### config.mk
export PLATFORM = sky130hd
export DESIGN_NAME = alu_result_monitor_flat
export DESIGN_NICKNAME = d
export VERILOG_FILES = /design/src/rtl/alu_result_monitor_if.sv /design/src/rtl/alu_result_monitor.sv /design/src/flat_wrapper.sv
export SDC_FILE = /design/constraint.sdc
export NUM_CORES = 1
export LEC_CHECK = 0
export ABC_AREA = 0
export CAP_MARGIN = 40
export CORE_MARGIN = 2
export CORE_UTILIZATION = 44
export CTS_CLUSTER_DIAMETER = 40
export DETAILED_ROUTE_END_ITERATION = 8
export MAX_ROUTING_LAYER = met4
export SLEW_MARGIN = 20
export SYNTH_ARGS = -nofsm -noshare
export SYNTH_HDL_FRONTEND = slang
export SYNTH_SLANG_ARGS = --single-unit
### constraint.sdc
create_clock -name clk -period 3.5 [get_ports clk]
set_input_delay 1.05 -clock clk [delete_from_list [all_inputs] [get_ports clk]]
set_output_delay 1.05 -clock clk [all_outputs]
set_load 0.05 [all_outputs]
### src/rtl/alu_result_monitor_if.sv
// Bundles the ALU capture side and the framed output stream of alu_result_monitor.
interface alu_result_monitor_if #(
  parameter int unsigned DATA_WIDTH = 8
);
  logic                  enable;
  logic [DATA_WIDTH-1:0] ex_alu;
  logic                  ex_alu_vld;
  logic [15:0]           tx_data;
  logic                  tx_sof;
  logic                  tx_eof;
  logic                  tx_vld;
  logic                  tx_rdy;
  logic                  overflow;
  logic [15:0]           drop_cnt;

  // Environment side: produces ALU results, consumes the stream
  modport master (
    output enable, ex_alu, ex_alu_vld, tx_rdy,
    input  tx_data, tx_sof, tx_eof, tx_vld, overflow, drop_cnt
  );

  // Monitor side
  modport slave (
    input  enable, ex_alu, ex_alu_vld, tx_rdy,
    output tx_data, tx_sof, tx_eof, tx_vld, overflow, drop_cnt
  );
endinterface

### src/rtl/alu_result_monitor.sv
// Captures ALU results tagged with an 8-bit sequence number into a FIFO and
// streams each one out as a two-word frame: header {A5, seq} then the result.
module alu_result_monitor #(
  parameter int unsigned DATA_WIDTH = 8,
  parameter int unsigned FIFO_DEPTH = 8
) (
  input logic                clk,
  input logic                rst,
  alu_result_monitor_if.slave bus
);

  localparam int unsigned AW = (FIFO_DEPTH > 1) ? $clog2(FIFO_DEPTH) : 1;
  localparam int unsigned CW = AW + 1;
  localparam int unsigned EW = DATA_WIDTH + 8;

  localparam logic [1:0] StIdle = 2'd0;
  localparam logic [1:0] StHdr  = 2'd1;
  localparam logic [1:0] StData = 2'd2;

  logic [1:0]    state_q, state_d;
  logic [EW-1:0] mem_q [FIFO_DEPTH];
  logic [AW-1:0] wr_ptr_q, rd_ptr_q;
  logic [CW-1:0] count_q, count_d;
  logic [7:0]    seq_q;
  logic          overflow_q;
  logic [15:0]   drop_cnt_q;

  logic          evt, full, empty, push, pop, drop;
  logic [EW-1:0] head;

  assign evt   = bus.enable & bus.ex_alu_vld;
  assign full  = (count_q == CW'(FIFO_DEPTH));
  assign empty = (count_q == '0);
  assign push  = evt & ~full;
  // A pop in the same cycle cannot make room for a full-FIFO event
  assign drop  = evt & full;
  assign pop   = (state_q == StData) & bus.tx_rdy;
  assign head  = mem_q[rd_ptr_q];

  // FIFO occupancy next state
  always_comb begin
    count_d = count_q;
    unique case ({push, pop})
      2'b10:   count_d = count_q + CW'(1);
      2'b01:   count_d = count_q - CW'(1);
      default: count_d = count_q;
    endcase
  end

  // Frame sequencing: header, then data, then next header or idle
  always_comb begin
    state_d = state_q;
    case (state_q)
      StIdle:  if (!empty) state_d = StHdr;
      StHdr:   if (bus.tx_rdy) state_d = StData;
      StData:  if (bus.tx_rdy) state_d = (count_q > CW'(1)) ? StHdr : StIdle;
      default: state_d = StIdle;
    endcase
  end

  // Control state, pointers, sequence and drop statistics
  always_ff @(posedge clk or posedge rst) begin
    if (rst) begin
      state_q    <= StIdle;
      wr_ptr_q   <= '0;
      rd_ptr_q   <= '0;
      count_q    <= '0;
      seq_q      <= '0;
      overflow_q <= 1'b0;
      drop_cnt_q <= '0;
    end else begin
      state_q <= state_d;
      count_q <= count_d;
      if (push) wr_ptr_q <= wr_ptr_q + AW'(1);
      if (pop)  rd_ptr_q <= rd_ptr_q + AW'(1);
      if (evt)  seq_q    <= seq_q + 8'd1;
      if (drop) begin
        overflow_q <= 1'b1;
        if (drop_cnt_q != 16'hFFFF) drop_cnt_q <= drop_cnt_q + 16'd1;
      end
    end
  end

  // Result storage; contents are meaningless while the FIFO is empty
  always_ff @(posedge clk) begin
    if (push) mem_q[wr_ptr_q] <= {seq_q, bus.ex_alu};
  end

  // Stream outputs decode from state and FIFO head only, never from tx_rdy
  always_comb begin
    bus.tx_vld  = 1'b0;
    bus.tx_sof  = 1'b0;
    bus.tx_eof  = 1'b0;
    bus.tx_data = '0;
    case (state_q)
      StHdr: begin
        bus.tx_vld  = 1'b1;
        bus.tx_sof  = 1'b1;
        bus.tx_data = {8'hA5, head[EW-1 -: 8]};
      end
      StData: begin
        bus.tx_vld  = 1'b1;
        bus.tx_eof  = 1'b1;
        bus.tx_data = 16'(head[DATA_WIDTH-1:0]);
      end
      default: ;
    endcase
  end

  assign bus.overflow = overflow_q;
  assign bus.drop_cnt = drop_cnt_q;

endmodule

### src/flat_wrapper.sv
// flat-port wrapper written by rule: the top's interface ports become plain ports
module alu_result_monitor_flat 
#(
  parameter int unsigned DATA_WIDTH = 8,
  parameter int unsigned FIFO_DEPTH = 8
)
  (clk, rst, bus_enable, bus_ex_alu, bus_ex_alu_vld, bus_tx_rdy, bus_tx_data, bus_tx_sof, bus_tx_eof, bus_tx_vld, bus_overflow, bus_drop_cnt);
  alu_result_monitor_if #(.DATA_WIDTH(DATA_WIDTH)) bus_i ();
  input logic clk;
  input logic rst;
  input wire logic [$bits(bus_i.enable)-1:0] bus_enable;
  input wire logic [$bits(bus_i.ex_alu)-1:0] bus_ex_alu;
  input wire logic [$bits(bus_i.ex_alu_vld)-1:0] bus_ex_alu_vld;
  input wire logic [$bits(bus_i.tx_rdy)-1:0] bus_tx_rdy;
  output wire logic [$bits(bus_i.tx_data)-1:0] bus_tx_data;
  output wire logic [$bits(bus_i.tx_sof)-1:0] bus_tx_sof;
  output wire logic [$bits(bus_i.tx_eof)-1:0] bus_tx_eof;
  output wire logic [$bits(bus_i.tx_vld)-1:0] bus_tx_vld;
  output wire logic [$bits(bus_i.overflow)-1:0] bus_overflow;
  output wire logic [$bits(bus_i.drop_cnt)-1:0] bus_drop_cnt;
  assign bus_i.enable = bus_enable;
  assign bus_i.ex_alu = bus_ex_alu;
  assign bus_i.ex_alu_vld = bus_ex_alu_vld;
  assign bus_i.tx_rdy = bus_tx_rdy;
  assign bus_tx_data = bus_i.tx_data;
  assign bus_tx_sof = bus_i.tx_sof;
  assign bus_tx_eof = bus_i.tx_eof;
  assign bus_tx_vld = bus_i.tx_vld;
  assign bus_overflow = bus_i.overflow;
  assign bus_drop_cnt = bus_i.drop_cnt;
  alu_result_monitor #(.DATA_WIDTH(DATA_WIDTH), .FIFO_DEPTH(FIFO_DEPTH)) u_core (.clk(clk), .rst(rst), .bus(bus_i));
endmodule
Yosys cells after proc, flatten, opt, wreduce, memory -nomap -nowiden

Memories as Yosys holds them, arrays and structs flattened.
Cells that the tools add are included.

Memory bits (writable): 128
Latch bits: 0
Memory bits (read-only): 0
Memories: 1
Register bits: 37

Multiply operators: 0
Mux-type cells: 12
Divide/modulo/power cells: 0
Shift-type cells: 0
Reduce and logical (&&, ||, !) cells: 6
Order comparisons: 1
$add $sub $neg: 6
Equal/unequal tests: 9
Bitwise logic cells: 5

Memory list:

| name         | words | bits a word | rd ports | clocked after Yosys merged registers in | wr ports | line                     | RTL |
|---|---|---|---|---|---|---|---|
| u_core.mem_q | 8     | 16          | 1        | 0                                       | 1        | alu_result_monitor.sv:21 | `logic [EW-1:0] mem_q [FIFO_DEPTH];` |

Operator list:

| kind                    | number |
|---|---|
| $pmux W16 S2            | 1 |
| $add A16 B1 Y16 const B | 1 |
| $ne A16 B16 Y1 const B  | 1 |
| $add A8 B1 Y8 const B   | 1 |
| $pmux W4 S2             | 1 |
| $add A3 B1 Y3 const B   | 2 |
| $mux W1                 | 6 |
| $mux W2                 | 3 |
| $ne A2 B2 Y1 const B    | 3 |
| $pmux W2 S3             | 1 |
| $add A4 B1 Y4 const B   | 1 |
| $and A1 B1 Y1           | 4 |
| $eq A2 B1 Y1 const B    | 2 |
| $eq A2 B2 Y1 const B    | 2 |
| $eq A4 B4 Y1 const B    | 1 |
| $gt A4 B1 Y1 const B    | 1 |
| $logic_not A4 Y1        | 1 |
| $sub A4 B1 Y4 const B   | 1 |
| $reduce_and A3 Y1       | 1 |
| $logic_not A2 Y1        | 1 |
| $reduce_and A2 Y1       | 1 |
| $reduce_bool A2 Y1      | 1 |
| $reduce_or A2 Y1        | 1 |
| $not A1 Y1              | 1 |

Depth between registers and ports, before layout

Depth after elaboration: 5
Gate-level depth with buffers: 9
Mapped depth without buffers: 9

Least setup slack after synthesis

No wires, ideal clock.

Path type: input port to flip-flop
From: input port bus_enable
To: memory u_core.mem_q[0][0] in the netlist's numbering, enable pin
Arrival time: 3.211 ns
Path slack: -0.141 ns
Path buffers: 0
Library setup time: 0.430 ns
Required time: 3.070 ns
Cell stages on the path: 4
Cell sequence: nand2_1 nor2_1 clkinv_1 nor4_1

Word-level cells in the longest chain between the ends: 4

Ends and longest elaborated chain:

| item                          | line                     | RTL |
|---|---|---|
| from (decl)                   | flat_wrapper.sv:11       | `input wire logic [$bits(bus_i.enable)-1:0] bus_enable;` |
| $and A1 B1 Y1                 | alu_result_monitor.sv:31 | `assign evt = bus.enable & bus.ex_alu_vld;` |
| $and A1 B1 Y1                 | alu_result_monitor.sv:34 | `assign push = evt & ~full;` |
| $mux W1                       | alu_result_monitor.sv:86 | `if (push) mem_q[wr_ptr_q] <= {seq_q, bus.ex_alu};` |
| $mux W1 (not written as such) | alu_result_monitor.sv:86 |  |
| to (decl)                     | alu_result_monitor.sv:21 |  |

No other way between the ends.

Worst setup path after layout

From: register u_core.state_q[0]
To: output port bus_tx_data[4]

Word-level cells in the longest chain between the ends: 2

Ends and longest elaborated chain:

| item                                                | line                     | RTL |
|---|---|---|
| from (decl)                                         | alu_result_monitor.sv:20 | `logic [1:0] state_q, state_d;` |
| from (signal assigned)                              | alu_result_monitor.sv:64 | `state_q <= StIdle;` |
| from (signal assigned)                              | alu_result_monitor.sv:72 | `state_q <= state_d;` |
| $eq A2 B2 Y1 / $eq A2 B1 Y1 (equally long branches) | alu_result_monitor.sv:95 | `case (state_q)` |
| $pmux W16 S2 (*)                                    | alu_result_monitor.sv:95 |  |
| to (decl)                                           | flat_wrapper.sv:15       | `output wire logic [$bits(bus_i.tx_data)-1:0] bus_tx_data;` |

Mark *: on every way between the ends. The rest lies on a longest branch, timed or not.

==> results.ini <==
[setup_path]
critical_path_buf_inv_count = 3
path_max_fanout = 7
cpPeakStageDelay_ns = 0.42
reg2reg_from = u_core.count_q[0]
path_class = reg -> out
critPathCapture = bus_tx_data[4]
r2r_setup_slack_ns = 1.02
worstSetupEndpointType = primary output
cpMaxStageDelayCell = dfrtp_1
setup.worst_path.start = u_core.state_q[0]
arrival_ns = 2.30
cp.required_ns = 2.45
path_delay_family = buffers and inverters
crit_chain = inv_1 -> ha_2 -> and2_2 -> buf_4 -> a22oi_1 -> o211ai_1 -> buf_12
regToRegEndpoint = u_core.count_q[3]
cp_num_cells = 7
worst_setup_path_start_kind = flop
rr_worst_depth = 9

[logic_synthesis]
netlist_instances = 418
seq_area_frac_synth_pct = 69.0
synth_area_per_cell_um2 = 16.5
synth.distinct_cells = 43
ys_top_cells_by_area = edfxtp_1 (56%), dfrtp_1 (13%), mux4_2 (7.8%), mux2i_1 (2.8%), ha_1 (2.4%)
synth_warnings = 0
synth_seq_cells = 165
synth.cell_area_mm2 = 0.00691
yosysTopAreaCellShare_pct = 55.6
yosys.area.top_type = edfxtp_1

[place]
gp_congestion = 0.786
numPlacedInstances = 678
hpwl_um = 8800
placed_area_mm2 = 0.00780
io_buffer_count = 44

[timing]
fin_skew_ns = 0.00756
rsz0062_at_grt = no
maxSlewViolCount = 0
period_minus_slack_ns = 3.35
hold_violations = 0
finalSetupViolCount = 0
worstMarginPinSlew_ns = 0.806
finalSetupTns_ns = 0
slew_headroom_pct = 45.8
fmax_mhz = 299
fin_crit_sh_pct = 95.7

[grt]
grt_use_met1_pct = 24.2
met3_usage_pct = 4.71
grt_pass1_vias = 3859
overflow = 0
grt_max_degree = 21
busiest_layer = met2
antenna_found_initial = 0
grt_pass1_wl_um = 21300
gr-usage-met2_pct = 26.7
track_usage_pct = 17.9

[clocking]
hold_buffers = 0
root_buffer = clkbuf_16
cts_sinks = 165
insertion_delay_ns = 0.42
clk_pin_slew_ns = 0.06
cts_tree = built
postCtsSetupBuffers = 0
cts_buffers = 17
cts_max_level = 4
cts_max_path_buffers = 2

[drt]
wl_um = 13100
drt-pass1-iter-count = 6
via_per_inst = 5.19
vias = 3682
drt_iter0_drc = 280
ant_nets = 0
drc = 0
detail_route.wl_per_cell_um = 18.4

[job]
drv_cap = 0

[power]
p_leak_nw = 2.98
vdd_drop_max_v = 0.000547
cellPowerDensity_mw_per_mm2 = 808
power_w = 0.00676

[final_layout]
syn2layout_area_growth_pct = 21.1
utilization_pct = 54.9
final_nets = 512
n_antenna_cell = 0
drive_gt1_share_pct = 21.8
finalNonFillerCells = 710
stdcell_area_mm2 = 0.00837

[die]
core_mm2 = 0.0153
rows = 45
dieWidth_um = 129
ios = 49
die-area_mm2 = 0.0167
floorplan.initialDensity_pct = 45.3
die_y_um = 129

[worst_hold_path]
hold_class = reg -> reg

[status]
status = finished clean

[power breakdown]
group	switching (W)	internal, W
Sequential	0.000321	0.00245
Clock	0.000764	0.000984
Combinational	0.00125	0.000990
Total	0.00234	0.00443
[cells in the mapped netlist]
| master | n |
|---|---|
| clkbuf_1 | 5 |
| or4_1 | 1 |
| nor4_1 | 3 |
| nor4_4 | 2 |
| buf_2 | 6 |
| nor3_1 | 8 |
| edfxtp_1 | 128 |
| and3_1 | 3 |
| nand4_1 | 5 |
| o2111ai_1 | 1 |
| nor2b_1 | 1 |
| a21oi_1 | 2 |
| xnor2_1 | 13 |
| conb_1 | 1 |
| nand4bb_1 | 1 |
| o21ai_0 | 5 |
| o31ai_1 | 1 |
| nor3_4 | 1 |
| nand3_1 | 17 |
| nor3b_1 | 1 |
| and3b_1 | 1 |
| o211ai_1 | 8 |
| a22oi_1 | 14 |
| nand4b_1 | 1 |
| nand2b_1 | 3 |
| and4_2 | 1 |
| nor2_1 | 13 |
| inv_1 | 7 |
| mux2i_1 | 19 |
| clkinv_1 | 2 |
| mux4_2 | 24 |
| nor4_2 | 1 |
| dfrtp_1 | 37 |
| nor3_2 | 2 |
| ha_1 | 13 |
| and2_1 | 4 |
| buf_4 | 10 |
| nand3b_1 | 1 |
| or2_2 | 1 |
| xor2_1 | 17 |
| mux2_2 | 3 |
| buf_6 | 1 |
| nand2_1 | 30 |
[stage by stage]
| step | setup WS (ns) | hold WS (ns) |
|---|---|---|
| after CTS | 0.0557 | 0.485 |
| after global routing | 0.0430 | 0.516 |
| after detailed placement | 0.282 | 0.464 |
| after floorplan | 0.0156 | 0.489 |
| after global placement | 0.351 | 0.450 |
| final | 0.151 | 0.473 |
[cell type report]
class,instances,area [µm²]
fill,1235,6890
tap,211,264
clock buffer,18,429
timing repair buffer,68,712
multi-input combinational,225,2030
sequential,165,4770
inverter,9,33.8
clock inverter,14,131
[routing by layer]
| layer | up-vias | wire length, µm |
|---|---|---|
| met5 | - | 0 |
| met3 | 17 | 578 |
| met1 | 1840 | 6050 |
| met2 | 95 | 6240 |
| li1 | 1730 | - |
| met4 | 0 | 228 |
[repair_timing]
| action | in CTS | in global routing |
|---|---|---|
| endpoints found under the setup margin | 3 | 8 |
| pin swaps | 0 | 1 |
| gates resized for setup | 1 | 4 |
[cells in the final DEF, fill, tap and decap left out, types with 2 or more instances in the layout]
master and instances:
nand2b_1 3, dfrtp_1 35, nand4_1 5, mux2i_1 19
nor4_4 3, clkinv_2 2, clkinv_1 2, inv_6 2
and2_2 3, and3_1 3, nor2_1 13, nor3_2 6
a22oi_1 14, o211ai_1 8, nand2_1 30, inv_1 7
o21ai_0 5, xnor2_1 13, clkdlybuf4s50_1 36, a21oi_1 2
buf_4 23, edfxtp_1 128, nand3_1 17, nor3_1 4
mux4_2 24, nor4_1 2, xor2_1 17, buf_12 7
mux2_2 3, clkinv_4 5, conb_1 4, clkbuf_16 17
ha_1 12, clkinvlp_4 4
[sequential cells by signal, indices dropped and copies added, names as in the netlist]
register,flops
u_core.rd_ptr_q,3
u_core.mem_q,128
u_core.seq_q,8
u_core.state_q,2
u_core.wr_ptr_q,3
u_core.count_q,4
u_core.bus.overflow,1
u_core.bus.drop_cnt,16
[worst min path at each step]
stage,startpoint,endpoint,slack [ns],depth (start not counted)
2_1_floorplan,u_core.count_q[3],u_core.count_q[3],0.49,1
3_3_place_gp,u_core.bus.overflow,u_core.bus.overflow,0.45,1
3_5_place_dp,u_core.bus.overflow,u_core.bus.overflow,0.46,1
4_1_cts,u_core.bus.overflow,u_core.bus.overflow,0.49,1
5_1_grt,u_core.bus.overflow,u_core.bus.overflow,0.52,1
6_report,u_core.bus.overflow,u_core.bus.overflow,0.47,1
[logic make-up (layout without fill, tap and decap cells)]
family                   Yosys count  count (layout)  synth area share (%)
flip-flops                       165             165                  69.0
AND/OR/NAND/NOR                  101             101                  8.16
other                              1               4                0.0542
multiplexers                      46              46                  11.1
buffers and inverters             31             109                  2.44
adder cells (fa/ha/maj)           13              13                  2.35
AO/OA/AOI/OAI                     31              31                  3.13
XOR/XNOR                          30              30                  3.80
Note: power is estimated with default switching activity, not from simulation.
